File: src/rtl/softmax_stream_tx_16.sv
// Buffers one vector of scalar samples, then streams it as {odd, even} pairs on AXI4-Stream (TLAST on final beat).
// Latency: first beat registered 1 cycle after the final write; 1 beat/cycle while ready. Odd-length pad set by SOFTMAX_TX_PAD_MIN_EN.
// Backpressure: outputs hold while valid & !ready; writes are refused (wr_ready_o=0) for the whole send phase.
module softmax_stream_tx_16 #(
    parameter int DATA_SIZE = 16,
    parameter int ADDR_W    = 7,
    parameter int MAX_LEN   = 128
) (
    input  logic                   axi_clock_i,
    input  logic                   axi_reset_i,
    input  logic                   wr_valid_i,
    input  logic [DATA_SIZE-1:0]   wr_data_i,
    input  logic                   wr_last_i,
    output logic                   wr_ready_o,
    input  logic                   m_axis_ready_i,
    output logic [2*DATA_SIZE-1:0] m_axis_data_o,
    output logic                   m_axis_valid_o,
    output logic                   m_axis_last_o,
    output logic                   tx_busy_o,
    output logic [ADDR_W:0]        tx_len_o
);

`ifdef SOFTMAX_TX_PAD_MIN_EN
    localparam logic [DATA_SIZE-1:0] PAD = {1'b1, {(DATA_SIZE-1){1'b0}}};
`else
    localparam logic [DATA_SIZE-1:0] PAD = '0;
`endif

    typedef enum logic {FILL, SEND} state_t;

    state_t                 state, state_n;
    logic [ADDR_W-1:0]      wptr, wptr_n;
    logic [ADDR_W-2:0]      rptr, rptr_n, load_pair;
    logic [ADDR_W:0]        len_n, load_len, beats_m1;
    logic                   valid_n, last_n, load;
    logic [2*DATA_SIZE-1:0] data_n;
    logic [ADDR_W-1:0]      lo_idx, hi_idx;
    logic [DATA_SIZE-1:0]   lo_val, hi_val;
    logic                   wr_hs, ax_hs;
    logic [DATA_SIZE-1:0]   mem [MAX_LEN];

    assign wr_ready_o = (state == FILL) && !axi_reset_i;
    assign wr_hs      = wr_valid_i && wr_ready_o;
    assign ax_hs      = m_axis_valid_o && m_axis_ready_i;
    assign tx_busy_o  = (state == SEND);

    always_ff @(posedge axi_clock_i) begin
        if (wr_hs)
            mem[wptr] <= wr_data_i;
    end

    always_comb begin
        state_n   = state;
        wptr_n    = wptr;
        rptr_n    = rptr;
        len_n     = tx_len_o;
        valid_n   = m_axis_valid_o;
        last_n    = m_axis_last_o;
        data_n    = m_axis_data_o;
        load      = 1'b0;
        load_pair = rptr;
        load_len  = tx_len_o;

        case (state)
            FILL: begin
                if (wr_hs) begin
                    wptr_n = wptr + 1'b1;
                    if (wr_last_i || wptr == ADDR_W'(MAX_LEN - 1)) begin
                        len_n     = {1'b0, wptr} + 1'b1;
                        load_len  = len_n;
                        load_pair = '0;
                        load      = 1'b1;
                        state_n   = SEND;
                    end
                end
            end
            SEND: begin
                if (ax_hs) begin
                    if (m_axis_last_o) begin
                        state_n = FILL;
                        wptr_n  = '0;
                        rptr_n  = '0;
                        valid_n = 1'b0;
                        last_n  = 1'b0;
                    end else begin
                        rptr_n    = rptr + 1'b1;
                        load_pair = rptr_n;
                        load      = 1'b1;
                    end
                end
            end
        endcase

        // Beat 0 is built in the same cycle as the final write, so forward that write.
        lo_idx = {load_pair, 1'b0};
        hi_idx = {load_pair, 1'b1};
        lo_val = (wr_hs && lo_idx == wptr) ? wr_data_i : mem[lo_idx];
        hi_val = (wr_hs && hi_idx == wptr) ? wr_data_i : mem[hi_idx];
        if ({1'b0, hi_idx} >= load_len)
            hi_val = PAD;
        beats_m1 = (load_len - 1'b1) >> 1;

        if (load) begin
            data_n  = {hi_val, lo_val};
            valid_n = 1'b1;
            last_n  = ({2'b00, load_pair} == beats_m1);
        end
    end

    always_ff @(posedge axi_clock_i) begin
        if (axi_reset_i) begin
            state          <= FILL;
            wptr           <= '0;
            rptr           <= '0;
            tx_len_o       <= '0;
            m_axis_valid_o <= 1'b0;
            m_axis_last_o  <= 1'b0;
            m_axis_data_o  <= '0;
        end else begin
            state          <= state_n;
            wptr           <= wptr_n;
            rptr           <= rptr_n;
            tx_len_o       <= len_n;
            m_axis_valid_o <= valid_n;
            m_axis_last_o  <= last_n;
            m_axis_data_o  <= data_n;
        end
    end

endmodule

File: config.mk
export PLATFORM = sky130hd
export DESIGN_NAME = softmax_stream_tx_16
export DESIGN_NICKNAME = d
export VERILOG_FILES = /design/src/rtl/softmax_stream_tx_16.sv
export SDC_FILE = /design/constraint.sdc
export NUM_CORES = 2
export LEC_CHECK = 0
export CORE_MARGIN = 10
export CORE_UTILIZATION = 40
export DETAILED_ROUTE_END_ITERATION = 10
export GPL_ROUTABILITY_DRIVEN = 0
export PLACE_DENSITY = 0.52
export SLEW_MARGIN = 10
export SYNTH_ARGS = -nofsm -noshare
export SYNTH_HDL_FRONTEND = slang
export SYNTH_SLANG_ARGS = --single-unit
export TNS_END_PERCENT = 30
File: constraint.sdc
create_clock -name axi_clock_i -period 5.3 [get_ports axi_clock_i]
set_clock_uncertainty 0.2 [all_clocks]
set_input_delay 1.325 -clock axi_clock_i [delete_from_list [all_inputs] [get_ports axi_clock_i]]
set_output_delay 1.325 -clock axi_clock_i [all_outputs]
set_load 0.02 [all_outputs]
# After elaboration in Yosys (flattened, before gate mapping)
# Memories as Yosys holds them, arrays and structs flattened. A register that Yosys moved wholly into a read port is not among the register bits.
# Cells that the tools add are included.
[op_classes]
reduce_logical = 14
n_mux = 32
n_eq_ne = 7
addsub = 4
n_lt_le_gt_ge = 1
bitwise_logic = 1
[ops]
columns = ["cell", "count"]
rows = [
  ["$mux 16", 3],
  ["$mux 6", 5],
  ["$mux 8", 3],
  ["$mux 7", 3],
  ["$eq 7x7->1", 2],
  ["$mux 1", 14],
  ["$pmux 7 s2", 1],
  ["$pmux 6 s2", 1],
  ["$add 7x1->8 const B", 1],
  ["$ge 7x8->1", 1],
  ["$sub 8x1->8 const B", 1],
  ["$add 7x1->7 const B", 1],
  ["$eq 6x7->1", 1],
  ["$eq 7x7->1 const B", 1],
  ["$add 6x1->6 const B", 1],
  ["$reduce_and 3->1", 2],
  ["$reduce_bool 2->1", 3],
  ["$logic_and 1x1->1", 5],
  ["$ne 2x2->1 const B", 2],
  ["$pmux 1 s2", 2],
  ["$reduce_and 2->1", 2],
  ["$ne 2x1->1 const B", 1],
  ["$logic_not 1->1", 1],
  ["$logic_or 1x1->1", 1],
  ["$not 1->1", 1],
]
[totals]
mem_bits_rw = 2048
out_inout_bits = 44
memories = 1
register_bits = 56
wordCells = 67
[mem_list]
columns = ["name", "depth", "word_bits", "rd", "rd_clocked_by_memory_dff", "write_ports", "line", "source"]
rows = [
  ["mem", 128, 16, 2, 1, 1, "40", "logic [DATA_SIZE-1:0] mem [MAX_LEN];"],
]

# Longest topological paths before layout
[depth]
ltp_word = 9
depth_mapped = 20
depth_no_buf = 15

# Worst setup path before layout
# No wires, ideal clock.
[synth_path]
kind = "input to register"
from = "in axi_reset_i"
to = "reg m_axis_data_o[19]"
path_stages = 17
setup_ns = 0.069
arrival_ns = 4.392
setup_slack_ns = 0.639
path_buffers = 4
cell_sequence = "buf_2 > nor2_1 > and2_1 > clkbuf_1 > buf_2 > nand2_1 > a21oi_1 > ha_1 > o21ai_0 > nand2_1 > o211ai_1 > a41oi_1 > o21ai_0 > nor3b_4 > buf_4 > a22oi_1 > o21ai_1"
[synth_between]
elab_chain_cells = 9
[synth_lines]
columns = ["item", "line", "source"]
rows = [
  ["start: declaration", "10", "input logic axi_reset_i,"],
  ["$logic_not 1->1 (*)", "42", "assign wr_ready_o = (state == FILL) && !axi_reset_i;"],
  ["$logic_and 1x1->1 (*)", "42", ""],
  ["via wr_ready_o", "14", "output logic wr_ready_o,"],
  ["$logic_and 1x1->1 (*)", "43", "assign wr_hs = wr_valid_i && wr_ready_o;"],
  ["parallel branches: the longest is 6 deep, another holds $mem_v2 128x16", "--", ""],
  ["end signal: assignment", "126", "m_axis_data_o <= data_n;"],
  ["end: declaration", "16", "output logic [2*DATA_SIZE-1:0] m_axis_data_o,"],
]
# Mark *: on every way through the listed nets, which the timed path passes.
# A chain may end at the register's enable or synchronous reset.

# Worst setup path after layout
[layout_path]
from = "in wr_valid_i"
to = "reg m_axis_data_o[30]"
[layout_between]
elab_chain_cells = 7
[layout_lines]
columns = ["item", "line", "source"]
rows = [
  ["start: declaration", "11", "input logic wr_valid_i,"],
  ["$logic_and 1x1->1 (*)", "43", ""],
  ["parallel branches: the longest is 6 deep, another holds $mem_v2 128x16", "--", ""],
]
# Every way passes the cells marked *.

==> impl_metrics.yaml <==
outcome:
  status: "completed"
critical_path:
  required_ps: 5900
  regToRegEndpoint: "m_axis_data_o[30]"
  cp_max_fo: 16
  critical_path.max_stage_delay_ps: 560
  path_cells: "clkdlybuf4s50_1 -> or3b_1 -> o211a_2 -> nor2_2 -> inv_2 -> ha_1 -> nor3_1 -> nand2_1 -> o211ai_1 -> a41oi_1 -> o21ai_0 -> nand3_1 -> buf_12 -> nor4_1 -> a211o_1"
  cp_data_arrival_time_ps: 5300
  start_kind: "input port"
  ff2ff_setup_slack_ps: 660
  critical_path_class: "input port to flop"
  endpoint_kind: "flop"
  rr_worst_depth: 17
  cp_slowest_cell: "or3b_1"
  r2r_start: "wptr[0]"
global_route:
  grt_max_degree: 88
  grt_pass1_wl_mm: 331
  grt_pass1_vias: 45100
  overflow: 0
  antenna_found_initial: 2
  grtUsageTotal_pct: 20.0
placed_design:
  dp_hpwl_mm: 138
  port-buffer-count: 64
  pre_cts_slack_ps: -268
  placed_area_um2: 89000
detailed_routing:
  drcViolationCount: 0
  wl_mm: 230
  dr.pass1.iters: 5
  dr_total_vias: 46300
  vias_per_cell: 5.57
  wl_per_cell_um: 27.7
  ant_nets: 0
  drtIter0Drc: 4343
yosys:
  synth_compound_area_share_pct: 7.38
  synthAdderAreaFrac_pct: 0.152
  dominantRegCellSynth: "edfxtp_1"
  ys_seq_area_share_pct: 76.1
  avgSynthCellArea_um2: 16.3
  synth_area_leaders: "edfxtp_1, mux2i_1, nand2_1"
  ys_seq_elements: 2104
  synthMostInstantiatedCell: "edfxtp_1"
  synth_common_cells: "edfxtp_1, mux2i_1, nand2_1"
  yosysTopAreaCell: "edfxtp_1"
  synth_edf_count: 2048
  synth_top_family_by_area: "multiplexers"
  synth_area_um2: 82300
  syn_inst: 5045
  synth_top_area_share_pct: 74.8
  synth_xor_area_share_pct: 0.192
  synth-simple-area-share_pct: 5.03
  ys.warnings.count: 0
  yosysUniqueCellTypes: 71
  postSynthNetCount: 5076
  synth_mux_area_share_pct: 9.37
  async_reset_ff_share_pct: 0
clock_tree:
  ctsResizeCount: 0
  clockRootBuffer: "clkbuf_16"
  postCtsSetupBuffers: 0
  numCtsBuffers: 211
  numClockSinks: 2104
  cts-hold-fix-buffers: 0
  clkLatencyLatePin_ps: 850
  cts.reportedPaths.clkPinSlew_ps: 60
  cts-htree-levels: 4
  clk_path_buf_depth: 3
  tritoncts: "built"
die:
  initial_utilization_pct: 40.2
  fp.dieW_um: 473
  dieArea_um2: 224000
  die_y_um: 473
  io-pin-count: 65
  rows: 166
  core_area_um2: 205000
hold_path:
  hold_class: "flop to flop"
  hold_path_depth: 2
  worstHoldEndpoint: "rptr[1]"
  hp-start: "rptr[1]"
final_layout:
  nFillCells: 17500
  utilization_pct: 46.9
  syn_to_final_growth_pct: 16.6
  final_area_um2: 95900
  drive_gt1_share_pct: 14.6
  finalNetCount: 5474
sta:
  rsz0062_at_grt: "no"
  tightest_slew_ps: 1150
  finalSetupTns_ps: 0
  fin_ws_ps: 597
  fmax_ghz: 0.213
  relSlewSlack_pct: 23.1
  setup_viol: 0
  post-route-min-period_ps: 4700
  final_hold_viol_count: 0
  period_share_pct: 88.7
  drv_slew: 0
pwr:
  peakVddDrop_uv: 364
  power-per-cell-area_nw_per_um2: 357
  p_total_mw: 34.3
  leakage_nw: 30.0
job:
  cap_violations: 0
## per-stage QoR
step	hold WS (ps)	cells
detailed placement	328	7918
CTS	337	8307
floorplan	270	5045
finish	335	8311
global route	370	8307
global placement	311	7917
## placed cells by master (no fill, tap or decap), types with 31 or more instances in the layout
| cell type | instances |
|---|---|
| o32ai_1 | 51 |
| clkbuf_16 | 217 |
| o22a_1 | 45 |
| a22oi_1 | 36 |
| nor3_1 | 40 |
| a211o_1 | 49 |
| buf_4 | 381 |
| dfxtp_1 | 56 |
| o31ai_1 | 79 |
| clkinv_1 | 47 |
| nand3_1 | 31 |
| clkdlybuf4s50_1 | 48 |
| mux2i_1 | 733 |
| nand2_1 | 616 |
| clkinv_2 | 33 |
| edfxtp_1 | 2048 |
| o21ai_1 | 31 |
| buf_12 | 61 |
| a21oi_1 | 191 |
| nor2_1 | 156 |
| clkbuf_1 | 42 |
| o22ai_1 | 224 |
## metal layers
metal / up-vias / share of wire, % / global-route usage [%]
met1: 24100 / 44 / 27.8
met3: 287 / 4.4 / 2.67
met2: 1186 / 49 / 33.2
met5: - / 0 / 0
li1: 20700 / - / -
met4: 0 / 2.7 / 5.39
## logic make-up after synthesis
kind of cell | Yosys count
flops | 2104
simple gates | 972
compound gates | 873
mux | 750
buf+inv | 318
xor+xnor | 18
fa+ha+maj | 10
## worst max path at each step
stage | startpoint | end | slack, ps | depth (start not counted)
after global routing | wptr[0] | m_axis_data_o[30] | 400 | 17
after floorplan | axi_reset_i | m_axis_data_o[19] | 640 | 17
after CTS | wr_valid_i | m_axis_data_o[30] | 640 | 15
after global placement | m_axis_ready_i | m_axis_data_o[31] | -900 | 15
after detailed placement | wr_valid_i | m_axis_data_o[30] | -270 | 15
final | wr_valid_i | m_axis_data_o[30] | 600 | 15
## power breakdown
part / switching, mW / internal, mW / leakage [nW]
logic: 0.774 / 0.295 / 7.79
registers: 0.0243 / 18.3 / 18.9
clock network: 6.25 / 8.65 / 3.39
## final cells by class
type	instances	area, µm²	share of cell area [%]
Sequential cell	2104	62600	65.3
Antenna cell	4	10.0	0.0104
Timing Repair Buffer	491	4570	4.76
Inverter	12	53.8	0.0561
Clock inverter	111	1060	1.11
Multi-Input combinational cell	2623	18400	19.2
Tap cell	2688	3360	3.51
Clock buffer	278	5850	6.10
## sequential cells by signal, summed over array words and instances, names as in the netlist
signal,cells
mem,2048
m_axis_data_o,32
tx_len_o,8
wptr,7
rptr,6
m_axis_last_o,1
m_axis_valid_o,1
tx_busy_o,1
## critical path: cells and delay by family
| family | cells | cell delay [ps] |
|---|---|---|
| and+or+nand+nor | 6 | 1780 |
| AOI/OAI and AO/OA | 5 | 1100 |
| buffers and inverters | 3 | 860 |
| adders and majority gates | 1 | 220 |
Note: power is estimated with default switching activity, not from simulation.
